### src/rtl/fetch_pkg.sv
// Shared fetch-path types and constants (fetch stage and fetch_queue).
// No logic; compile before any importer.
// Canonical widths match the default 64-bit PC / 32-bit instruction build.
package fetch_pkg;

  localparam int FETCH_ADDR_W = 64;
  localparam int FETCH_INST_W = 32;

  // Sequential-PC increment, shared with the fetch stage's next-PC adder.
  localparam int PC_INC = 4;

  // One fetched instruction as it travels from fetch to decode.
  typedef struct packed {
    logic [FETCH_ADDR_W-1:0] pc;
    logic [FETCH_INST_W-1:0] inst;
  } fetch_entry_t;

endpackage

### src/rtl/fetch_queue_ram.sv
// Entry storage for fetch_queue: DEPTH x WIDTH register array, no reset.
// Latency: write lands at the clock edge; read is asynchronous (same cycle).
// Backpressure: none; the owner decides when the write enable is asserted.
module fetch_queue_ram #(
  parameter int DEPTH  = 4,
  parameter int WIDTH  = 96,
  parameter int IDX_W  = $clog2(DEPTH)
) (
  input  logic             clk,
  input  logic             we,
  input  logic [IDX_W-1:0] waddr,
  input  logic [WIDTH-1:0] wdata,
  input  logic [IDX_W-1:0] raddr,
  output logic [WIDTH-1:0] rdata
);

  logic [WIDTH-1:0] mem_q [DEPTH];

  // Single write port; contents are don't-care until written.
  always_ff @(posedge clk) begin
    if (we) mem_q[waddr] <= wdata;
  end

  assign rdata = mem_q[raddr];

endmodule

### src/rtl/fetch_queue.sv
// Fetch-to-decode instruction FIFO with flush; optional FETCH_QUEUE_BYPASS_EN.
// Latency: 1 cycle enqueue-to-dequeue (0 on the empty path with bypass).
// Backpressure: enq_ready = !full (registered); decode stalls absorbed until full.
module fetch_queue
  import fetch_pkg::*;
#(
  parameter int ADDR_WIDTH = FETCH_ADDR_W,
  parameter int INST_WIDTH = FETCH_INST_W,
  parameter int DEPTH      = 4
) (
  input  logic                     clk,
  input  logic                     reset,
  input  logic                     flush,
  input  logic                     enq_valid,
  input  logic [ADDR_WIDTH-1:0]    enq_pc,
  input  logic [INST_WIDTH-1:0]    enq_inst,
  output logic                     enq_ready,
  output logic                     deq_valid,
  input  logic                     deq_ready,
  output logic [ADDR_WIDTH-1:0]    deq_pc,
  output logic [ADDR_WIDTH-1:0]    deq_pc4,
  output logic [INST_WIDTH-1:0]    deq_inst,
  output logic                     empty,
  output logic                     full,
  output logic [$clog2(DEPTH):0]   count
);

  localparam int IDX_W = $clog2(DEPTH);
  localparam int PTR_W = IDX_W + 1;

  // Same shape as fetch_entry_t, but sized by this instance's parameters.
  typedef struct packed {
    logic [ADDR_WIDTH-1:0] pc;
    logic [INST_WIDTH-1:0] inst;
  } entry_t;

  localparam int ENTRY_W = $bits(entry_t);

  logic [PTR_W-1:0] wptr_q, wptr_d;
  logic [PTR_W-1:0] rptr_q, rptr_d;
  logic             enq_fire, deq_fire, byp_take;
  entry_t           enq_entry, ram_rdata, head;

  assign enq_entry = '{pc: enq_pc, inst: enq_inst};

  // Flags come only from the pointer registers; the top bit is the wrap bit.
  assign count     = wptr_q - rptr_q;
  assign empty     = (wptr_q == rptr_q);
  assign full      = (wptr_q[IDX_W-1:0] == rptr_q[IDX_W-1:0]) &&
                     (wptr_q[IDX_W] != rptr_q[IDX_W]);
  assign enq_ready = !full;

  fetch_queue_ram #(
    .DEPTH (DEPTH),
    .WIDTH (ENTRY_W),
    .IDX_W (IDX_W)
  ) u_ram (
    .clk   (clk),
    .we    (enq_fire),
    .waddr (wptr_q[IDX_W-1:0]),
    .wdata (enq_entry),
    .raddr (rptr_q[IDX_W-1:0]),
    .rdata (ram_rdata)
  );

  // Head selection, handshake qualification and next-pointer computation.
  always_comb begin
    head      = ram_rdata;
    deq_valid = !empty && !flush;
    byp_take  = 1'b0;
`ifdef FETCH_QUEUE_BYPASS_EN
    // Empty queue: present the incoming entry directly; if decode takes it
    // now it never touches storage.
    if (empty) begin
      head      = enq_entry;
      deq_valid = enq_valid && !flush;
    end
    byp_take = empty && enq_valid && !flush && deq_ready;
`endif
    deq_fire = deq_valid && deq_ready && !empty;
    enq_fire = enq_valid && !full && !flush && !byp_take;

    deq_pc   = deq_valid ? head.pc : '0;
    deq_pc4  = deq_valid ? head.pc + ADDR_WIDTH'(PC_INC) : '0;
    deq_inst = deq_valid ? head.inst : '0;

    wptr_d = wptr_q;
    rptr_d = rptr_q;
    if (flush) begin
      wptr_d = '0;
      rptr_d = '0;
    end else begin
      if (enq_fire) wptr_d = wptr_q + PTR_W'(1);
      if (deq_fire) rptr_d = rptr_q + PTR_W'(1);
    end
  end

  // Pointer registers; reset empties the queue without needing an edge.
  always_ff @(posedge clk or posedge reset) begin
    if (reset) begin
      wptr_q <= '0;
      rptr_q <= '0;
    end else begin
      wptr_q <= wptr_d;
      rptr_q <= rptr_d;
    end
  end

endmodule

### config.mk
export PLATFORM = sky130hd
export DESIGN_NAME = fetch_queue
export DESIGN_NICKNAME = d
export VERILOG_FILES = /design/src/rtl/fetch_pkg.sv /design/src/rtl/fetch_queue_ram.sv /design/src/rtl/fetch_queue.sv
export SDC_FILE = /design/constraint.sdc
export NUM_CORES = 1
export LEC_CHECK = 0
export BUFFER_PORTS_ARGS = -buffer_cell sky130_fd_sc_hd__buf_2
export CAP_MARGIN = 20
export CELL_PAD_IN_SITES_DETAIL_PLACEMENT = 0
export CELL_PAD_IN_SITES_GLOBAL_PLACEMENT = 1
export CORE_UTILIZATION = 25
export DETAILED_ROUTE_END_ITERATION = 10
export PLACE_DENSITY_LB_ADDON = 0.1
export SYNTH_ARGS = -nofsm -noshare
export SYNTH_HDL_FRONTEND = slang
export SYNTH_SLANG_ARGS = --single-unit
### constraint.sdc
create_clock -name clk -period 6.9 [get_ports clk]
set_input_delay 1.035 -clock clk [delete_from_list [all_inputs] [get_ports clk]]
set_output_delay 1.035 -clock clk [all_outputs]
set_load 0.02 [all_outputs]
==> results.py <==
metrics = {
    "synth": {
        "synthArstFlopShare_pct": 1.54,
        "ys_types": 41,
        "syn_nets": 1057,
        "synth-main-ff-cell": "edfxtp_1",
        "synth_top_area_share_pct": 69.4,
        "yosys.area.top_type": "edfxtp_1",
        "yosysMostFrequentCell": "edfxtp_1",
        "syn_inst": 947,
        "synth_compound_area_share_pct": 1.37,
        "synth_enable_flop_cells": 384,
        "yosys-top-cells-count": "edfxtp_1 (384), and2_1 (102), mux4_2 (94), nor2_1 (58)",
        "synth_area_leaders": "edfxtp_1 (69%), mux4_2 (13%), and2_1 (3.8%), xor2_1 (1.6%), nor2_1 (1.3%)",
        "synth.mux.area_fraction_pct": 13.4,
        "synth-simple-area-share_pct": 10.1,
        "syn_area_mm2": 0.0166,
        "ys_ff_latch": 390,
        "synth_fa_ha_area_share_pct": 0.723,
        "yosysSeqAreaShare_pct": 70.3,
        "yosysWarningCount": 0,
        "syn_area_per_cell_um2": 17.5,
        "synth-xor-area-share_pct": 2.32,
        "synth_top_family_by_area": "multiplexers",
    },
    "sta": {
        "min_period_ps": 5510,
        "rsz0062_at_grt": "no",
        "tns_ps": 0,
        "maxSlewViolCount": 0,
        "max_freq_mhz": 182,
        "setup_viol": 0,
        "clock-skew-final_ps": 17.8,
        "worst_pin_slew_ps": 1010,
        "hold_violations": 0,
        "holdWs_ps": 392,
        "finalCritPeriodShare_pct": 79.8,
        "timing.slew.headroom_pct": 32.8,
    },
    "final_layout": {
        "multi_input_area_mm2": 0.00469,
        "nets": 1350,
        "layout.area.seq_mm2": 0.0117,
        "drive_gt1_share_pct": 36.8,
        "syn_to_final_growth_pct": 22.9,
        "fill_cells": 6526,
    },
    "min_path": {
        "hold_class": "input port to async pin",
    },
    "cts": {
        "numCtsBuffers": 47,
        "cts.htree.levels": 2,
        "path_clk_slew_ps": 60,
        "post_cts_buffers": 0,
        "cts_tree": "yes",
        "cts_sinks": 390,
        "clk_latency_ps": 580,
        "ctsResizeCount": 0,
        "cts_root_buf": "clkbuf_16",
        "hold_buffers": 0,
        "clockBufferDepth": 3,
    },
    "route": {
        "via_count": 9490,
        "drt-total-wl_um": 49200,
        "wl_per_cell_um": 23.0,
        "ant_nets": 0,
        "first_iter_violations": 406,
        "drc": 0,
        "firstDrtPassIters": 6,
        "vias_per_cell": 4.43,
    },
    "global_route": {
        "antenna_found_initial": 14,
        "grt_max_degree": 66,
        "grt_pass1_wl_um": 70800,
        "grt_overflow": 0,
        "grt_pass1_vias": 9979,
        "grt_use_total_pct": 14.6,
    },
    "critical_path": {
        "start_kind": "register",
        "critical_path_class": "register to output port",
        "cpMaxStageDelayCell": "dfrtp_4",
        "arrival_ps": 4470,
        "rr_endpoint": "u_ram.mem_q[2][5]",
        "ff2ff_path_depth": 6,
        "end_kind": "output port",
        "regToRegStartpoint": "rptr_q[0]",
        "critPathTopFamily": "simple AND/OR/NAND/NOR gates",
        "critical-path-max-stage-delay_ps": 1090,
        "cp_cell_sequence": "buf_4, mux4_2, nand4_2, nor4_2, buf_4, nand4_2, or3_1, a21oi_1, buf_2",
        "crit_fanout": 45,
        "path_buf_inv": 3,
        "rrSetupSlack_ps": 3060,
        "required_ps": 5860,
    },
    "status": {
        "status": "finished, final reports clean",
    },
    "flow_run": {
        "drv_cap": 0,
    },
    "place": {
        "port_buffers": 267,
        "gp_congestion": 0.708,
        "dpl.hpwl_um": 33000,
    },
    "die": {
        "die_area_mm2": 0.0675,
        "io-pin-count": 268,
        "initial_core_util_pct": 25.3,
        "core_area_mm2": 0.0657,
        "die_w_um": 260,
        "die_h_um": 260,
        "rows": 94,
    },
    "power_and_ir_drop": {
        "power.leakage_uw": 0.00707,
        "ir_drop_mv": 0.181,
        "p_per_area_mw_per_mm2": 317,
        "power_uw": 6470,
    },
}
==> through the flow <==
stage,cells,setup slack [ps],util [%],instance area (um2)
2_1_floorplan,947,1460,-,16600
3_3_place_gp,2055,1860,28.9,19000
3_5_place_dp,2055,1860,28.9,19000
4_1_cts,2140,1200,31.1,20400
5_1_grt,2140,978,31.1,20400
6_report,2141,1390,31.1,20400
==> area by class of cell <==
cell class | instances | area share, %
sequential | 390 | 57.2
multi-input combinational | 497 | 22.9
timing repair buffer | 290 | 7.39
clock buffer | 56 | 6.03
tap | 864 | 5.29
clock inverter | 29 | 0.864
inverter | 14 | 0.263
antenna | 1 | 0.0122
==> worst reg2reg max path, delay by kind of cell (launching register included) <==
family	cells	cell delay, ps
flops	1	1090
fa+ha+maj	1	440
buf+inv	1	580
simple gates	4	1340
==> state kept, by name (all words and copies together), names as in the netlist <==
register and flops:
u_ram.mem_q 384, wptr_q 3, rptr_q 3
==> cell families (layout without fill, tap and decap cells) <==
logic type | Yosys count | in the layout
compound gates | 43 | 43
xor+xnor | 44 | 44
fa+ha+maj | 9 | 9
buf+inv | 60 | 389
flops | 390 | 390
mux | 104 | 104
other cells | 0 | 1
simple gates | 297 | 297
==> how the worst max path moves through the flow <==
stage / from / endpoint / slack [ps] / cells after the start
6_report: rptr_q[0] / deq_pc4[49] / 1390 / 9
3_5_place_dp: rptr_q[0] / deq_pc4[50] / 1860 / 8
3_3_place_gp: rptr_q[0] / deq_pc4[50] / 1860 / 8
5_1_grt: rptr_q[0] / deq_pc4[50] / 980 / 9
2_1_floorplan: rptr_q[1] / u_ram.mem_q[0][0] / 1460 / 11
4_1_cts: rptr_q[0] / deq_pc4[50] / 1200 / 8
==> power breakdown <==
group / internal [uW] / switching [uW] / total (uW)
Combinational: 535 / 915 / 1450
Clock: 1300 / 962 / 2270
Sequential: 2680 / 77.1 / 2750
==> per-layer routing <==
layer	vias up	routed length, um	global-route usage, %
li1	4318	-	-
met1	4849	21300	18.6
met2	229	24000	24.6
met3	78	2990	3.87
met4	16	811	3.30
met5	-	99	0
==> layout by cell type (no fill, tap or decap), types with 3 or more instances in the layout <==
cell type,n
a21oi_1,19
and2_1,98
and2_4,4
and3_1,5
and4_1,4
buf_2,267
buf_4,23
clkbuf_1,8
clkbuf_16,48
clkinv_1,14
clkinv_2,10
dfrtp_1,4
edfxtp_1,384
ha_1,8
inv_1,13
mux2_1,3
mux2_2,3
mux2i_1,4
mux4_2,94
nand2_1,31
nand3_1,25
nand4_1,22
nand4_2,5
nor2_1,58
nor3_1,8
nor4_1,5
nor4_2,3
nor4_4,3
o21a_1,3
o21ai_0,14
o21ai_1,5
or3_1,17
or4_1,3
xnor2_1,13
xor2_1,31
No activity file was read; power rests on OpenSTA's default activity.
